--- config.mk ---
export PLATFORM = sky130hd
export DESIGN_NAME = qpl_blk_sched
export DESIGN_NICKNAME = d
export VERILOG_FILES = /design/src/rtl/qpl_blk_sched.sv
export SDC_FILE = /design/constraint.sdc
export NUM_CORES = 2
export LEC_CHECK = 0
export CAP_MARGIN = 20
export CORE_UTILIZATION = 53
export CTS_BUF_LIST = sky130_fd_sc_hd__clkbuf_8 sky130_fd_sc_hd__clkbuf_16
export CTS_CLUSTER_DIAMETER = 50
export CTS_CLUSTER_SIZE = 24
export DETAILED_ROUTE_END_ITERATION = 8
export HOLD_SLACK_MARGIN = 0.03
export PLACE_DENSITY = 0.69
export RECOVER_POWER = 100
export SLEW_MARGIN = 20
export SYNTH_ARGS = -nofsm -noshare
export SYNTH_HDL_FRONTEND = slang
export SYNTH_SLANG_ARGS = --single-unit
--- constraint.sdc ---
create_clock -name i_clk -period 8.4 [get_ports i_clk]
set_clock_uncertainty 0.15 [all_clocks]
set_input_delay 1.68 -clock i_clk [delete_from_list [all_inputs] [get_ports i_clk]]
set_output_delay 1.68 -clock i_clk [all_outputs]
set_load 0.02 [all_outputs]
--- src/rtl/qpl_blk_sched.sv ---
// Block-allocation scheduler: free-list FIFO of block IDs shared among CHANS writers via round-robin.
// Optional build macro QPL_SCHED_AUX_PRIO_EN gives aux requests strict priority over base requests.
module qpl_blk_sched #(
  parameter int CHANS   = 2,
  parameter int BLOCK_W = 8,
  parameter int ADDR_W  = 16
) (
  input  logic                           i_clk,
  input  logic                           i_rstn,
  input  logic [CHANS-1:0]               i_req,
  input  logic [CHANS-1:0]               i_req_aux,
  input  logic                           i_rel_vld,
  input  logic [BLOCK_W-1:0]             i_rel_id,
  output logic                           o_init_done,
  output logic                           o_blk_full,
  output logic [BLOCK_W:0]               o_blk_avail,
  output logic [CHANS-1:0]               o_blk_base_we,
  output logic [CHANS-1:0]               o_blk_aux_we,
  output logic [CHANS-1:0][ADDR_W-1:0]   o_blk_base_addr,
  output logic [CHANS-1:0][ADDR_W-1:0]   o_blk_aux_addr,
  output logic                           o_err
);

  localparam int DEPTH = 1 << BLOCK_W;
  localparam int CH_W  = $clog2(CHANS);

  typedef enum logic {S_INIT, S_RUN} state_t;

  state_t              state, state_nxt;
  logic [BLOCK_W-1:0]  head, tail;
  logic [BLOCK_W:0]    count;
  logic [CH_W-1:0]     rr_ptr;
  logic [CHANS-1:0]    last_gnt;
  logic [BLOCK_W-1:0]  mem [DEPTH];

  logic [CHANS-1:0]    elig, pick;
  logic                gnt_vld, gnt_aux;
  logic [CH_W-1:0]     gnt_ch;
  logic [ADDR_W-1:0]   gnt_addr;
  logic                init_wr, push, rel_err;

  // rr_ptr holds the first channel to consider; the previous grantee is masked for one cycle
  always_comb begin
    state_nxt = state;
    init_wr   = 1'b0;
    push      = 1'b0;
    rel_err   = 1'b0;
    elig      = '0;
    pick      = '0;
    gnt_vld   = 1'b0;
    gnt_ch    = '0;
    case (state)
      S_INIT: begin
        init_wr = 1'b1;
        if (i_rel_vld) rel_err = 1'b1;
        if (tail == BLOCK_W'(DEPTH - 1)) state_nxt = S_RUN;
      end
      S_RUN: begin
        if (i_rel_vld) begin
          if (count == (BLOCK_W+1)'(DEPTH)) rel_err = 1'b1;
          else                              push    = 1'b1;
        end
        if (count != '0) elig = i_req & ~last_gnt;
`ifdef QPL_SCHED_AUX_PRIO_EN
        pick = (|(elig & i_req_aux)) ? (elig & i_req_aux) : elig;
`else
        pick = elig;
`endif
        for (int i = 0; i < CHANS; i++) begin
          if (!gnt_vld && pick[(int'(rr_ptr) + i) % CHANS]) begin
            gnt_vld = 1'b1;
            gnt_ch  = CH_W'((int'(rr_ptr) + i) % CHANS);
          end
        end
      end
      default: state_nxt = S_INIT;
    endcase
    gnt_aux  = i_req_aux[gnt_ch];
    gnt_addr = ADDR_W'(mem[head]) << (ADDR_W - BLOCK_W);
  end

  always_ff @(posedge i_clk or negedge i_rstn) begin
    if (!i_rstn) begin
      state           <= S_INIT;
      head            <= '0;
      tail            <= '0;
      count           <= '0;
      rr_ptr          <= '0;
      last_gnt        <= '0;
      o_blk_base_we   <= '0;
      o_blk_aux_we    <= '0;
      o_blk_base_addr <= '0;
      o_blk_aux_addr  <= '0;
      o_err           <= 1'b0;
    end else begin
      state <= state_nxt;
      if (init_wr || push) tail <= tail + BLOCK_W'(1);
      if (gnt_vld)         head <= head + BLOCK_W'(1);
      case ({init_wr | push, gnt_vld})
        2'b10:   count <= count + (BLOCK_W+1)'(1);
        2'b01:   count <= count - (BLOCK_W+1)'(1);
        default: count <= count;
      endcase
      if (rel_err) o_err <= 1'b1;
      o_blk_base_we <= '0;
      o_blk_aux_we  <= '0;
      last_gnt      <= '0;
      if (gnt_vld) begin
        rr_ptr           <= (gnt_ch == CH_W'(CHANS - 1)) ? '0 : gnt_ch + CH_W'(1);
        last_gnt[gnt_ch] <= 1'b1;
        if (gnt_aux) begin
          o_blk_aux_we[gnt_ch]   <= 1'b1;
          o_blk_aux_addr[gnt_ch] <= gnt_addr;
        end else begin
          o_blk_base_we[gnt_ch]   <= 1'b1;
          o_blk_base_addr[gnt_ch] <= gnt_addr;
        end
      end
    end
  end

  // During INIT the tail pointer doubles as the ID being written
  always_ff @(posedge i_clk) begin
    if (init_wr)   mem[tail] <= tail;
    else if (push) mem[tail] <= i_rel_id;
  end

  assign o_init_done = (state == S_RUN);
  assign o_blk_full  = (count == '0);
  assign o_blk_avail = count;

endmodule

After elaboration in Yosys (flattened, before gate mapping)
Memory sizes are Yosys's and may differ from the RTL's.
Cells that the tools add are included.
- register bits after elaboration: 98
- RAM bits: 2048
- word-level logic and storage cells: 87
- memories: 1
- memory list (name ; words ; width ; rd ports ; clocked after memory_dff ; write ports ; RTL line ; source):
    mem ; 256 ; 8 ; 1 ; 0 ; 1 ; 34 ; logic [BLOCK_W-1:0] mem [DEPTH];
- add/subtract/negate cells: 6
- magnitude comparators: 4
- equality and inequality tests: 4
- mux-type cells: 43
- bitwise gates (word level): 7
- reduce and logical (&&, ||, !) cells: 9
- operators with widths (operator ; number):
    $bwmux 32 ; 2
    $mux 1 ; 28
    $pmux 9 s2 ; 1
    $add 8x1->8 const B ; 2
    $demux 16 s1 ; 1
    $mux 16 ; 1
    $mux 2 ; 7
    $add 9x1->9 const B ; 1
    $eq 9x9->1 const B ; 1
    $logic_not 9->1 ; 1
    $reduce_bool 9->1 ; 1
    $sub 9x1->9 const B ; 1
    $eq 8x8->1 const B ; 1
    $mux 8 ; 1
    $lt 1x2->1 const B ; 2
    $reduce_and 2->1 ; 2
    $lt 2x3->1 const B ; 1
    $add 1x1->1 const B ; 2
    $and 2x2->2 ; 1
    $eq 2x1->1 const B ; 1
    $eq 2x2->1 const B ; 1
    $logic_and 1x1->1 ; 2
    $not 1->1 ; 2
    $not 2->2 ; 1
    8 further kinds ; 9

Longest topological paths before layout
- word-level depth: 18
- depth in mapped cells: 14
- gate-level depth less buffers: 13

Worst setup path after synthesis
Ideal clock, no wire load.
- path type: input -> register
- from: in i_rel_vld
- to: mem mem[0][0] (data pin)
- library setup time: 0.557 ns
- arrival: 3.871 ns
- required time: 7.693 ns
- path slack: 3.822 ns
- cell stages on the path: 2
- path buffers: 0
- path through: nand3_1 -> mux2_2
- word-level cells in the longest chain between the ends: 6
- ends and longest elaborated chain (what ; RTL line ; source):
    from (decl) ; 12 ; input logic i_rel_vld,
    $mux 1 ; 59 ; if (i_rel_vld) begin
    $mux 1 ; 52 ; case (state)
    $mux 1 ; 125 ; else if (push) mem[tail] <= i_rel_id;
    $mux 1 ; 124 ; if (init_wr) mem[tail] <= tail;
    $mux 1 (implied by the code) ; 125 ;
    $mux 8 (no line) ; - ;
    to (decl) ; 34 ;
Every way passes these cells.

Final worst setup path
- from: reg head[3]
- to: reg o_blk_base_addr[12] (netlist name)
- word-level cells in the longest chain between the ends: 2
- ends and longest elaborated chain (what ; RTL line ; source):
    from (decl) ; 30 ; logic [BLOCK_W-1:0] head, tail;
    from (signal assigned) ; 98 ; if (gnt_vld) head <= head + BLOCK_W'(1);
    $mem_v2 256x8 ; - ;
    $bwmux 32 ; 116 ; o_blk_base_addr[gnt_ch] <= gnt_addr;
    to (signal, indexed assignment) ; 116 ;
    to (decl) ; 19 ; output logic [CHANS-1:0][ADDR_W-1:0] o_blk_base_addr,
Every way passes these cells.
A chain may end at the register's enable or synchronous reset.

==> results.sh <==
export IMPL_status="complete, but fails checks"
export IMPL_violations="max-capacitance violations, max-slew violations"
export IMPL_synth_cells=4137
export IMPL_grt_ovfl_total=0
export IMPL_synth_edf_count=2048
export IMPL_r2r_slack_ns=1.47
export IMPL_fmax_mhz=144
export IMPL_max_cap_violations=32
export IMPL_p_leak_uw=0.0260
export IMPL_netlist_cell_type_count=80
export IMPL_yosysWarnings=0
export IMPL_cts_setup_buffers=0
export IMPL_setup_viol=0
export IMPL_crit_path_max_incr_delay_ns=1.66
export IMPL_synthTopCellsByArea="edfxtp_1, mux4_2, mux2i_1"
export IMPL_synthArstFlopShare_pct=3.12
export IMPL_p_clk_share_pct=40.5
export IMPL_arrival_ns=7.51
export IMPL_antenna_found_initial=5
export IMPL_postCtsHoldBufs=0
export IMPL_avgSynthCellArea_um2=20.1
export IMPL_synthToLayoutAreaGrowth_pct=9.26
export IMPL_setup_ws_ns=1.47
export IMPL_final_antenna_net_count=0
export IMPL_yosys_area_top_type="edfxtp_1"
export IMPL_cellPowerDensity_nw_per_um2=211
export IMPL_netlist_top_cells_count="edfxtp_1, mux4_2, nor2_1"
export IMPL_die_h_um=398
export IMPL_avgViaCountPerCell=6.66
export IMPL_gp_congestion=0.897
export IMPL_clk_pin_slew_worst_paths_ns=0.09
export IMPL_crit_required_ns=8.98
export IMPL_min_period_ns=6.93
export IMPL_reg2reg_to="o_blk_base_addr[12]$_DFFE_PN0P_"
export IMPL_tritoncts="built"
export IMPL_cts_resized=0
export IMPL_sequentialPowerShare_pct=59.4
export IMPL_hold_path_end="o_err$_DFFE_PN0P_"
export IMPL_crit_path_end_kind="flop"
export IMPL_fin_tns_setup_ns=0
export IMPL_rsz0062_at_grt="false"
export IMPL_yosys_area_top_type_share_pct=74.0
export IMPL_grt_pass1_wl_um=307000
export IMPL_reg2reg_from="head[3]$_DFFE_PN0P_"
export IMPL_die_area_um2=158000
export IMPL_synth_seq_area_share_pct=76.0
export IMPL_finalHoldViolCount=0
export IMPL_p_sw_uw=3910
export IMPL_worst_pin_slew_ns=4.25
export IMPL_pre_cts_ws_ns=2.98
export IMPL_fin_crit_sh_pct=82.5
export IMPL_io_pins=95
export IMPL_yosysMostFrequentCell="edfxtp_1"
export IMPL_postLayoutCoreUtil_pct=58.6
export IMPL_critical_path_class="reg -> reg"
export IMPL_dr_first_iter_drc_count=6033
export IMPL_critPathMaxFanout=58
export IMPL_cts_sinks=2114
export IMPL_rows=144
export IMPL_nFillCells=11000
export IMPL_drt_first_pass_iters=6
export IMPL_slowest_stage="and2_0"
export IMPL_core_area_um2=155000
export IMPL_slew_headroom_pct=-184
export IMPL_root_buffer="clkbuf_16"
export IMPL_r2r_cells=8
export IMPL_slew_violations=1294
export IMPL_crit_top_cell="a21oi_1"
export IMPL_portBuffers=62
export IMPL_grt_pass1_vias=40900
export IMPL_worstHoldStart="o_err$_DFFE_PN0P_"
export IMPL_start_util_pct=53.7
export IMPL_clock_path_buffers=3
export IMPL_fin_nets=4223
export IMPL_grt_use_total_pct=27.5
export IMPL_cts_made_buffers=149
export IMPL_critPathLaunchType="flop"
export IMPL_vias=42400
export IMPL_switching_share_pct=20.4
export IMPL_vdd_drop_max_uv=138
export IMPL_drive_gt1_share_pct=18.7
export IMPL_h_tree_depth=4
export IMPL_p_int_uw=15200
export IMPL_routedWlPerCell_um=34.0
export IMPL_cp_cell_sequence="buf_12, and2_0, clkbuf_1, a21oi_1, a221o_1, a21oi_1, o21ai_0, a31oi_1"
export IMPL_clk_latency_ns=0.82
export IMPL_p_comb_share_pct=0.1
export IMPL_hp_class="reg -> reg"
export IMPL_drcViolationCount=0
export IMPL_ys_ff_latch=2114
export IMPL_wirelength_um=216000
export IMPL_synth_flop_cell="edfxtp_1"
export IMPL_fp_dieW_um=398
export IMPL_regArea_um2=63200
export IMPL_worstHoldPathCells=1
export IMPL_syn_area_um2=83100
export IMPL_multi_input_area_um2=18400
export IMPL_grt_max_degree=163
export IMPL_dp_hpwl_um=127000
## logic make-up (layout without fill, tap and decap cells)
logic type,after synthesis,count (layout),synth area share [%]
flops,2114,2114,76.0
buf+inv,293,443,2.18
xor+xnor,21,21,0.221
mux,727,727,15.0
compound gates,394,394,3.41
other cells,1,38,0.00451
simple gates,573,573,2.99
fa+ha+maj,14,14,0.220
## power by group through the flow
stage | clock network (uW) | logic [uW] | registers, uW
after floorplan | 0 | 24.4 | 11600
after global placement | 0 | 27.1 | 11600
after detailed placement | 0 | 27.0 | 11600
after CTS | 7790 | 27.0 | 11400
after global routing | 8140 | 29.1 | 11400
final | 7740 | 26.4 | 11400
## layout make-up
cell class,instances,area share [%]
clock inverter,115,1.37
sequential,2114,69.5
antenna,6,0.0165
tap,2044,2.82
timing repair buffer,155,1.51
multi-input combinational,1761,20.3
inverter,13,0.0592
clock buffer,160,4.41
## metrics by stage
step | hold slack, ns | area [um^2] | instances | total power (uW)
5_1_grt | 0.340 | 90800 | 6362 | 19500
6_report | 0.318 | 90800 | 6368 | 19100
3_3_place_gp | 0.290 | 85800 | 6083 | 11600
2_1_floorplan | 0.307 | 83300 | 4168 | 11600
4_1_cts | 0.325 | 91100 | 6360 | 19200
3_5_place_dp | 0.310 | 85800 | 6085 | 11600
## cell usage in the layout, fill, tap and decap left out, drive strengths merged, types with 54 or more instances in the layout
| cell type | n |
|---|---|
| buf | 61 |
| clkinv | 54 |
| nand2 | 116 |
| a21oi | 75 |
| a22oi | 56 |
| mux4 | 412 |
| dfrtp | 66 |
| edfxtp | 2048 |
| clkbuf | 193 |
| inv | 57 |
| nor2 | 304 |
| mux2i | 264 |
## per-layer routing
layer	up-vias	part of all wire (%)	GRT usage [%]
met4	6	4.3	11.2
met3	431	11	6.62
met2	2693	46	41.8
met1	22300	38	38.7
met5	-	0.019	0
li1	17000	-	-
## registers in the layout (all words and copies together) (netlist names)
signal / count
o_blk_aux_we: 2
o_blk_aux_addr: 16
o_blk_avail: 9
head: 8
rr_ptr: 1
tail: 8
o_blk_base_addr: 16
o_err: 1
o_init_done: 1
mem: 2048
o_blk_base_we: 2
last_gnt: 2
## worst max path at each step
stage | start | to | slack (ns) | depth (start not counted)
2_1_floorplan | i_rel_vld | mem[0][0]$_DFFE_PP_ | 3.82 | 2
6_report | head[3]$_DFFE_PN0P_ | o_blk_base_addr[12]$_DFFE_PN0P_ | 1.47 | 8
3_3_place_gp | i_rel_vld | o_blk_avail[8]$_DFFE_PN0P_ | 2.98 | 12
3_5_place_dp | i_rel_vld | o_blk_avail[8]$_DFFE_PN0P_ | 2.98 | 12
5_1_grt | i_rel_vld | mem[215][5]$_DFFE_PP_ | 1.66 | 4
4_1_cts | head[0]$_DFFE_PN0P_ | o_blk_base_addr[14]$_DFFE_PN0P_ | 3.40 | 8
## worst max-delay path: cells and delay by family (launching register included)
family	cells	cell delay [ns]
and+or+nand+nor	1	1.66
DFF	1	0.82
AOI/OAI and AO/OA	5	2.37
buffers and inverters	2	1.65
No activity file was read; power rests on OpenSTA's default activity.
